===== config.mk =====
export PLATFORM = sky130hd
export DESIGN_NAME = sum_block_acc
export DESIGN_NICKNAME = d
export VERILOG_FILES = /design/src/rtl/sum_block_acc.sv
export SDC_FILE = /design/constraint.sdc
export NUM_CORES = 1
export LEC_CHECK = 0
export BUFFER_PORTS_ARGS = -buffer_cell sky130_fd_sc_hd__buf_2
export CAP_MARGIN = 20
export CORE_AREA = 2 2 95 106
export CTS_CLUSTER_DIAMETER = 100
export CTS_CLUSTER_SIZE = 30
export DETAILED_ROUTE_END_ITERATION = 16
export DIE_AREA = 0 0 97 108
export HOLD_SLACK_MARGIN = 0.06
export PLACE_DENSITY = 0.79
export RECOVER_POWER = 100
export SYNTH_ARGS = -nofsm -noshare
export SYNTH_HDL_FRONTEND = slang
export SYNTH_SLANG_ARGS = --single-unit
export TNS_END_PERCENT = 50

===== constraint.sdc =====
create_clock -name clk -period 3.6 [get_ports clk]
set_clock_uncertainty 0.15 [all_clocks]
set_input_delay 0.72 -clock clk [delete_from_list [all_inputs] [get_ports clk]]
set_output_delay 0.72 -clock clk [all_outputs]
set_load 0.05 [all_outputs]

===== src/rtl/sum_block_acc.sv =====
// rtl/sum_block_acc.sv - accumulates LEN consecutive adder sums into one block total with overflow flag
// Optional SUM_BLOCK_ACC_SAT_EN: clamp the accumulator at its maximum instead of wrapping.
module sum_block_acc #(
    parameter int IN_W  = 33,
    parameter int LEN   = 16,
    parameter int ACC_W = 37,
    parameter int CNT_W = 5
) (
    input  logic             clk,
    input  logic             rst_n,
    input  logic             in_valid,
    output logic             in_ready,
    input  logic [IN_W-1:0]  in_sum,
    input  logic             flush,
    output logic             out_valid,
    input  logic             out_ready,
    output logic [ACC_W-1:0] out_acc,
    output logic [CNT_W-1:0] out_cnt,
    output logic             out_ovf
);

    typedef enum logic {
        ACC  = 1'b0,
        HOLD = 1'b1
    } state_t;

    state_t             state, state_nxt;
    logic [ACC_W-1:0]   acc, acc_nxt;
    logic [CNT_W-1:0]   cnt, cnt_nxt;
    logic               ovf, ovf_nxt;
    logic [ACC_W:0]     sum_full;
    logic               accept;
    logic               handshake;
    logic               close;

    assign accept    = in_valid & in_ready;
    assign handshake = out_valid & out_ready;

    // One extra bit on the adder exposes the carry-out used as the overflow indication.
    assign sum_full = {1'b0, acc} + {{(ACC_W + 1 - IN_W){1'b0}}, in_sum};

    always_comb begin
        acc_nxt = acc;
        cnt_nxt = cnt;
        ovf_nxt = ovf;
        if (accept) begin
            cnt_nxt = cnt + CNT_W'(1);
            ovf_nxt = ovf | sum_full[ACC_W];
`ifdef SUM_BLOCK_ACC_SAT_EN
            acc_nxt = (ovf | sum_full[ACC_W]) ? {ACC_W{1'b1}} : sum_full[ACC_W-1:0];
`else
            acc_nxt = sum_full[ACC_W-1:0];
`endif
        end
    end

    // A flush on an empty block with no sample arriving has nothing to close.
    assign close = (state == ACC) &&
                   ((accept && (cnt_nxt == CNT_W'(LEN))) ||
                    (flush && ((cnt != '0) || accept)));

    always_comb begin
        state_nxt = state;
        case (state)
            ACC:     if (close)     state_nxt = HOLD;
            HOLD:    if (handshake) state_nxt = ACC;
            default:                state_nxt = ACC;
        endcase
    end

    always_ff @(posedge clk) begin
        if (!rst_n) begin
            state     <= ACC;
            acc       <= '0;
            cnt       <= '0;
            ovf       <= 1'b0;
            in_ready  <= 1'b0;
            out_valid <= 1'b0;
            out_acc   <= '0;
            out_cnt   <= '0;
            out_ovf   <= 1'b0;
        end else begin
            state    <= state_nxt;
            in_ready <= (state_nxt == ACC);
            if (close) begin
                out_acc   <= acc_nxt;
                out_cnt   <= cnt_nxt;
                out_ovf   <= ovf_nxt;
                out_valid <= 1'b1;
                acc       <= '0;
                cnt       <= '0;
                ovf       <= 1'b0;
            end else begin
                acc <= acc_nxt;
                cnt <= cnt_nxt;
                ovf <= ovf_nxt;
                if (handshake) begin
                    out_valid <= 1'b0;
                end
            end
        end
    end

endmodule

## Yosys cells after proc, flatten, opt, wreduce, memory -nomap -nowiden

Index checks and enable logic that the tools add are counted.

- Register bits after elaboration: 89
- Output and inout bits: 45
- Logic and storage cells: 34

- Add/sub/neg operators: 2
- Eq/ne operators: 1
- Multiplexer cells: 8
- Bitwise gates (word level): 6
- Reduce and logical (&&, ||, !) cells: 8

Operator list:

| kind | number |
|---|---|
| adder 37 x 33 -> 38 bit | 1 |
| 2-to-1 mux 37 bit | 1 |
| adder 5 x 1 -> 5 bit, second input constant | 1 |
| equality test 5 bit, second input constant | 1 |
| 2-to-1 mux 1 bit | 5 |
| 2-to-1 mux 5 bit | 1 |
| nonzero test 5 bit | 1 |
| logical AND 1 bit | 3 |
| inverter 1 bit | 3 |
| bitwise AND 1 bit | 2 |
| logical OR 1 bit | 2 |
| case mux 1 bit (2 select lines) | 1 |
| nonzero test 2 bit | 1 |
| OR reduction 2 bit | 1 |
| OR 1 bit | 1 |

## Longest topological paths before layout

Gate-level depths: netlist (run 1).

- Depth after elaboration: 9
- Depth in mapped cells: 11
- Depth with buffers taken out: 11

## Worst setup path before layout (run 1)

OpenSTA, ideal clock, no wires.

- Path kind: input port to flip-flop
- Start point: in in_sum[0]
- End point: reg out_acc[26]
- Setup time: 0.122 ns
- Data arrival time: 2.878 ns
- Required time: 3.328 ns
- Setup slack: 0.450 ns
- Stages on the path: 11
- Cells stage by stage: ha_1 -> fa_1 -> a21o_1 -> a31oi_1 -> or3_4 -> a21oi_4 -> o211ai_2 -> a311oi_1 -> or3_1 -> a31oi_1 -> a21oi_1

- Longest elaborated chain between the ends: 2

Ends and longest elaborated chain:

| item | line | text |
|---|---|---|
| start: declaration | 13 | `input logic [IN_W-1:0] in_sum,` |
| adder 37 x 33 -> 38 bit | 40 | `assign sum_full = {1'b0, acc} + {{(ACC_W + 1 - IN_W){1'b0}}, in_sum};` |
| 2-to-1 mux 37 bit | 46 | `if (accept) begin` |
| end signal: assignment | 86 | `out_acc <= acc_nxt;` |
| end: declaration | 17 | `output logic [ACC_W-1:0] out_acc,` |

Every way passes these cells.
A chain may end at the register's enable or synchronous reset.

## Final worst setup path (run 1)

- Start point: in in_sum[0]
- End point: reg out_acc[36]

Same word-level chain as after synthesis.

==> results of run 1 <==
[how the worst max path moves through the flow]
| stage | end | cells after the start |
|---|---|---|
| global placement | out_acc[26]$_SDFFE_PN0P_ | 12 |
| floorplan | out_acc[26]$_SDFFE_PN0P_ | 11 |
| global route | out_acc[26]$_SDFFE_PN0P_ | 12 |
| CTS | out_acc[36]$_SDFFE_PN0P_ | 12 |
| detailed placement | out_acc[36]$_SDFFE_PN0P_ | 12 |
| finish | out_acc[36]$_SDFFE_PN0P_ | 12 |
[state kept, by name (all words and copies together), names as in the netlist]
signal,count
out_valid,1
out_ovf,1
ovf,1
out_cnt,5
out_acc,37
cnt,5
in_ready,1
state,1
acc,37
[area by class of cell]
type	count	area, um^2	area share [%]
inverter	12	45.0	0.805
multi-input combinational	481	3030	54.2
timing repair buffer	91	408	7.29
clock inverter	4	27.5	0.492
sequential	89	1780	31.8
tap	117	146	2.62
clock buffer	12	155	2.77
[power by group]
group	internal, uW	switching, uW
clock	288	361
combinational	245	566
sequential	1070	46.7
total	1600	974
[worst min-delay path, stage by stage, from the launching register on]
cell and delay (ns):
dfxtp_1 0.32, a31oi_1 0.05, nor2_1 0.07
[metrics by stage]
stage | setup WS [ns] | util (%) | std cells
2_1_floorplan | 0.450 | - | 613
3_3_place_gp | 0.173 | 59.2 | 790
3_5_place_dp | 0.0874 | 59.2 | 790
4_1_cts | 0.482 | 61.2 | 806
5_1_grt | 0.140 | 60.1 | 806
6_report | 0.381 | 60.1 | 806
[cells by family after synthesis]
group / after synthesis / synth area share (%)
AOI/OAI and AO/OA: 197 / 24.7
and+or+nand+nor: 196 / 17.5
DFF: 89 / 35.4
buffers and inverters: 43 / 3.83
xor gates and xnor gates: 38 / 6.62
adders and majority gates: 36 / 9.11
muxes: 14 / 2.79
[cell usage in the layout (no fill, tap or decap), types with 3 or more instances in the layout]
cell / n
a211oi_1: 17
a21o_1: 7
a21oi_1: 74
a31oi_1: 8
and2_0: 4
and2_1: 3
and3_1: 4
buf_2: 36
buf_4: 5
clkbuf_1: 49
clkbuf_8: 11
clkinvlp_4: 3
dfxtp_1: 89
ha_1: 35
inv_1: 12
mux2i_1: 14
nand2_1: 38
nand2b_1: 3
nand3_1: 15
nand4_1: 9
nor2_1: 97
nor2b_1: 3
nor3_1: 7
o211ai_1: 3
o21a_1: 8
o21ai_0: 47
o31ai_1: 3
or3_1: 7
xnor2_1: 18
xor2_1: 20
[routing by layer]
metal	up-vias	wire length (um)	track usage, %
met5	-	0	0
met4	0	263	8.95
met3	21	733	5.69
met2	153	6040	42.6
met1	2208	5520	30.5
li1	2334	-	-
==> results.md, run 1 <==
* Outcome: completed
* GRT Overall Usage at 24.7%
* Number of antenna violations at the first check in global routing at 0
* Register area share after synthesis at 35.4%
* Top Family by Delay on Critical Path: compound AO/OA/AOI/OAI gates
* Critical R2R Capture: out_acc[10]$_SDFFE_PN0P_
* Hold path start: ovf$_SDFF_PP0_
* Std-Cell Rows at 37
* Core area at slightly above 0.009 mm^2
* Worst Hold End: ovf$_SDFF_PP0_
* RSZ-0062 raised after global routing: no
* Total CTS buffers at 9
* Hold Fails Final Rpt at 0
* Worst-path clk slew at 0.08 ns
* Sink Count at 89
* YS warnings at 0
* Flop-to-flop setup slack at about 0.5 ns
* H-tree Lvls at 3
* # diodes at 0
* Worst EP arrival at between 3 and 4 ns
* LEAKAGE at 0.00223 uW
* Root Driver: clkbuf_8
* Slowest stage delay, CP at approximately 0.4 ns
* Worst R2R Path Depth at 8
* Cts hold-fix bufs at 0
* Placed cell area at 0.00551 mm^2
* CTS tree: built
* Vias in the first global route at 4624
* Drt total wl at 12.6 mm
* Post-route clock period utilization at 89.4%
* Critical-path top delay cell: fa_1
* Post-Synthesis Cell Area at about 0.0050 mm^2
* Crit path capture type: register
* Slew Viols, Final at 0
* IO Count at 83
* Post-detail-place hpwl at 9.30 mm
* Clock latency on the worst-skew pair at between 0.3 and 0.4 ns
* CTS max path bufs at 2
* Crit. Startpoint: in_sum[0]
* Final Hold Slack at about 0.33 ns
* Cells along the critical path: buf_2 -> ha_1 -> fa_1 -> a21o_1 -> a31oi_1 -> or3_1 -> a21oi_4 -> o31ai_2 -> nor2_1 -> o31a_1 -> nand4b_1 -> o221ai_1
* Post-synth ARST share at 0%
* Max IR drop VDD at 285 uV
* Yosys cell types at 58
* First-pass GRT wire length at 21.2 mm
* Die area at 0.0105 mm^2
* DRC at 0
* Yosys top cell by area: dfxtp_1
* Kind of critical path: in2reg
* Total power at 2570 uW
* PortBufs at 82
* Final Cell Area at 0.00560 mm^2
* Top cells by count, synth: nor2_1, dfxtp_1, a21oi_1
* Ranking of synthesized cells by area: dfxtp_1, ha_1, a21oi_1
* Slew HR at a little under two fifths
* Drt via density at 5.85
* Hold depth at 2
* Via Count at 4716
* Worst min-delay path class: reg2reg
* Filler Cells Inserted at 880
* Wire per inst at 15.6 um
* Area delta synth->final at 11.4%
* Die Height at 108 um
* Synthesized area per cell at 8.20 um^2
* FMAX at 311 MHz
* Tmin final at 3.22 ns
* CP max FO at 4
* Cts repair resizes at 0
* Layout cell share with drive strength beyond 1 at 9.87%
* Syn nets at 687
* Crit path buf inv count at 1
* NumNets Final at 758
* Total setup buffers inserted after CTS at 0
* First-pass DRT Iterations at 5
* Setup_tns at 0 ns
* Post-synth EDFFs at 0
* Antenna viol nets, final at 0
* Pwr Density at 460 mW/mm^2
* Die width at about 97 um
* Setup Viol. Count Final at 0
* Most numerous cell in the Yosys netlist: nor2_1
* Pin count of the biggest net entering global routing at 49
* Worst R2R Start: cnt[0]$_SDFF_PP0_
* DRT iter0 DRCs at 278
* Initial core utilization at 54.0%
* Tightest Pin Transition at 0.926 ns
* Share of the synthesized area in the top cell type at 35.4%
* Post-synthesis register bit count at 89
* GPL Wtd Cong at 0.937
* Ys flop type: dfxtp_1
* Req. time, crit path at 3.67 ns
* Grt total ovfl at 0
* Worst Setup Start Kind: input port
* Maxcap violations at 0
* Cell count after synthesis at 613
(Power assumes the default switching activity.)
==> inputs of run 2 (changes only) <==
==> config.mk (replaced) <==
export PLATFORM = sky130hd
export DESIGN_NAME = sum_block_acc
export DESIGN_NICKNAME = d
export VERILOG_FILES = /design/src/rtl/sum_block_acc.sv
export SDC_FILE = /design/constraint.sdc
export NUM_CORES = 1
export LEC_CHECK = 0
export CAP_MARGIN = 20
export CORE_AREA = 2 2 88 98
export CTS_CLUSTER_DIAMETER = 100
export CTS_CLUSTER_SIZE = 30
export DETAILED_ROUTE_END_ITERATION = 16
export DIE_AREA = 0 0 90 100
export DONT_BUFFER_PORTS = 1
export HOLD_SLACK_MARGIN = 0.06
export PLACE_DENSITY = 0.82
export RECOVER_POWER = 100
export SETUP_SLACK_MARGIN = 0.05
export SYNTH_ARGS = -nofsm -noshare
export SYNTH_HDL_FRONTEND = slang
export SYNTH_SLANG_ARGS = --single-unit
export TNS_END_PERCENT = 50
==> results.md, run 2 (synthesis gave the netlist of run 1 again) <==
* Root Driver: clkbuf_8
* Grt total ovfl at 0 (unchanged)
* Area delta synth->final at 5.33%
* PortBufs at 0 (-100%)
* CP max FO at 5 (+1)
* Layout cell share with drive strength beyond 1 at 5.93% (-3.9 points)
* Vias in the first global route at 4482 (-3.1%)
* Total CTS buffers at 9 (unchanged)
* Clk pwr share at 29.4% (+4.2 points)
* Sw frac at 36.6% (-1.3 points)
* DRC at 0 (unchanged)
* Share of power burned in registers at 48.6% (+5.3 points)
* Antenna viol nets, final at 0 (unchanged)
* Tmin final at 3.25 ns (+0.0288 ns)
* Tightest Pin Transition at 0.747 ns (-0.178 ns)
* Internal power at 1680 uW (+5.1%)
* Req. time, crit path at 3.70 ns (+0.03 ns)
* Sink Count at 89 (unchanged)
* Worst Hold End: ovf$_SDFF_PP0_
* Commonest non-fill, non-tap cell in the layout: nor2_1
* Most frequent cells in the layout: nor2_1, dfxtp_1, a21oi_1
* Maxcap violations at 0 (unchanged)
* Die area at 0.00900 mm^2 (-14%)
* Hold depth at 2 (unchanged)
* Max IR drop VDD at 302 uV (+6.1%)
* Hold Fails Final Rpt at 0 (unchanged)
* First-pass DRT Iterations at 6 (+1)
* Post-detail-place hpwl at 8.86 mm (-4.8%)
* Worst min-delay path class: reg2reg
* Worst-path clk slew at 0.09 ns (about the same)
* Outcome: completed
* CTS tree: built
* FMAX at 308 MHz (-0.89%)
* Met3 GRT Util at 8.03% (+2.3 points)
* Worst R2R Start: acc[0]$_SDFF_PP0_
* Flop-to-flop setup slack at 0.39 ns (-0.10 ns)
* Drt total wl at 12.2 mm (-2.9%)
* Hold path start: ovf$_SDFF_PP0_
* Cts repair resizes at 0 (unchanged)
* Core area at 0.00815 mm^2 (-12%)
* DRT iter0 DRCs at 221 (-21%)
* Top flop regs: acc x37, out_acc x37
* Worst EP arrival at 3.34 ns (+0.05 ns)
* Pwr Density at 501 mW/mm^2 (+8.9%)
* IO Count at 83 (unchanged)
* Via Count at 4478 (-5.0%)
* Total power at 2650 uW (+3.0%)
* Setup Viol. Count Final at 0 (unchanged)
* GRT met1 Usage at 31.7% (+1.2 points)
* Comb pwr share at 22.0% (-9.5 points)
* Setup_tns at 0 ns (unchanged)
* Pin count of the biggest net entering global routing at 32 (-35%)
* P_sw at 971 uW (-0.37%)
* Global Route met2 Usage at 50.0% (+7.5 points)
* Cts hold-fix bufs at 0 (unchanged)
* CTS max path bufs at 2 (unchanged)
* Clock latency on the worst-skew pair at 0.36 ns (about the same)
* Initial core utilization at 61.7% (+7.7 points)
* Post-route clock period utilization at 90.2% (+0.80 points)
* First-pass GRT wire length at 20.6 mm (-3.1%)
* Drt via density at 6.24 (+6.6%)
* Worst Setup Start Kind: input port
* Std-Cell Rows at 35 (-5.4%)
* Most used routing layer: met2
* RSZ-0062 raised after global routing: no
* Die width at 90 um (-7.2%)
* # diodes at 0 (unchanged)
* Kind of critical path: in2reg
* Worst R2R Path Depth at 11 (+3)
* LEAKAGE at 0.00206 uW (-7.4%)
* Crit path capture type: register
* GPL Wtd Cong at 1.02 (+8.9%)
* NumNets Final at 676 (-11%)
* Total setup buffers inserted after CTS at 0 (unchanged)
* GRT Overall Usage at 27.7% (+2.9 points)
* Slew Viols, Final at 0 (unchanged)
* Critical R2R Capture: out_acc[26]$_SDFFE_PN0P_
* Wire per inst at 17.0 um (+9.0%)
* Layout Utilization at 65.0% (+4.8 points)
* Number of antenna violations at the first check in global routing at 0 (unchanged)
* Die Height at 100 um (-7.4%)
* Slew HR at 50.0% (+12 points)
* H-tree Lvls at 3 (unchanged)
-- run 2: layout make-up --
class,instances,area (um^2)
multi-input cells,481,3040
fillers,697,2850
flip-flops and latches,89,1780
well taps,111,139
clock buffers,9,124
clock inverters,7,101
repair buffers,9,65.1
inverters,12,45.0
-- run 2: worst max path at each step --
stage / slack [ns] / endpoint / startpoint
6_report: 0.35 / out_acc[26]$_SDFFE_PN0P_ / in_sum[0]
5_1_grt: 0.17 / out_acc[28]$_SDFFE_PN0P_ / in_ready$_SDFF_PN0_
4_1_cts: 0.54 / out_acc[28]$_SDFFE_PN0P_ / in_sum[0]
3_5_place_dp: 0.20 / out_acc[26]$_SDFFE_PN0P_ / in_sum[0]
3_3_place_gp: 0.24 / out_acc[26]$_SDFFE_PN0P_ / in_sum[0]
2_1_floorplan: 0.45 / out_acc[26]$_SDFFE_PN0P_ / in_sum[0]
-- run 2: routing by layer --
layer  wire length (um)  part of all wire (%)  up-vias
met5                  0                     0        -
met4                205                   1.7        0
met3                859                   7.0       20
met2               6060                    50      169
met1               5080                    42     2110
li1                   -                     -     2179
-- run 2: metrics by stage --
stage	setup WS, ns	instances	hold WS (ns)	cell area, um^2
2_1_floorplan	0.450	613	0.274	5030
3_3_place_gp	0.243	702	0.290	5090
3_5_place_dp	0.201	702	0.292	5090
4_1_cts	0.537	718	0.319	5320
5_1_grt	0.173	718	0.339	5290
6_report	0.352	718	0.319	5290
-- run 2: critical path: stages --
cell and delay [ns]:
ha_1 0.22, fa_1 0.42, a21o_1 0.20, a31oi_1 0.28, or3_1 0.20, a21oi_1 0.14
o211ai_1 0.36, a311oi_1 0.16, or3_1 0.33, a31oi_1 0.21, a21oi_1 0.09
-- run 2: power by group through the flow --
stage / Combinational, uW / Sequential [uW] / Clock [uW]
3_3_place_gp: 555 / 1310 / 0
2_1_floorplan: 469 / 1300 / 0
3_5_place_dp: 576 / 1310 / 0
6_report: 583 / 1290 / 780
5_1_grt: 654 / 1300 / 822
4_1_cts: 582 / 1290 / 792
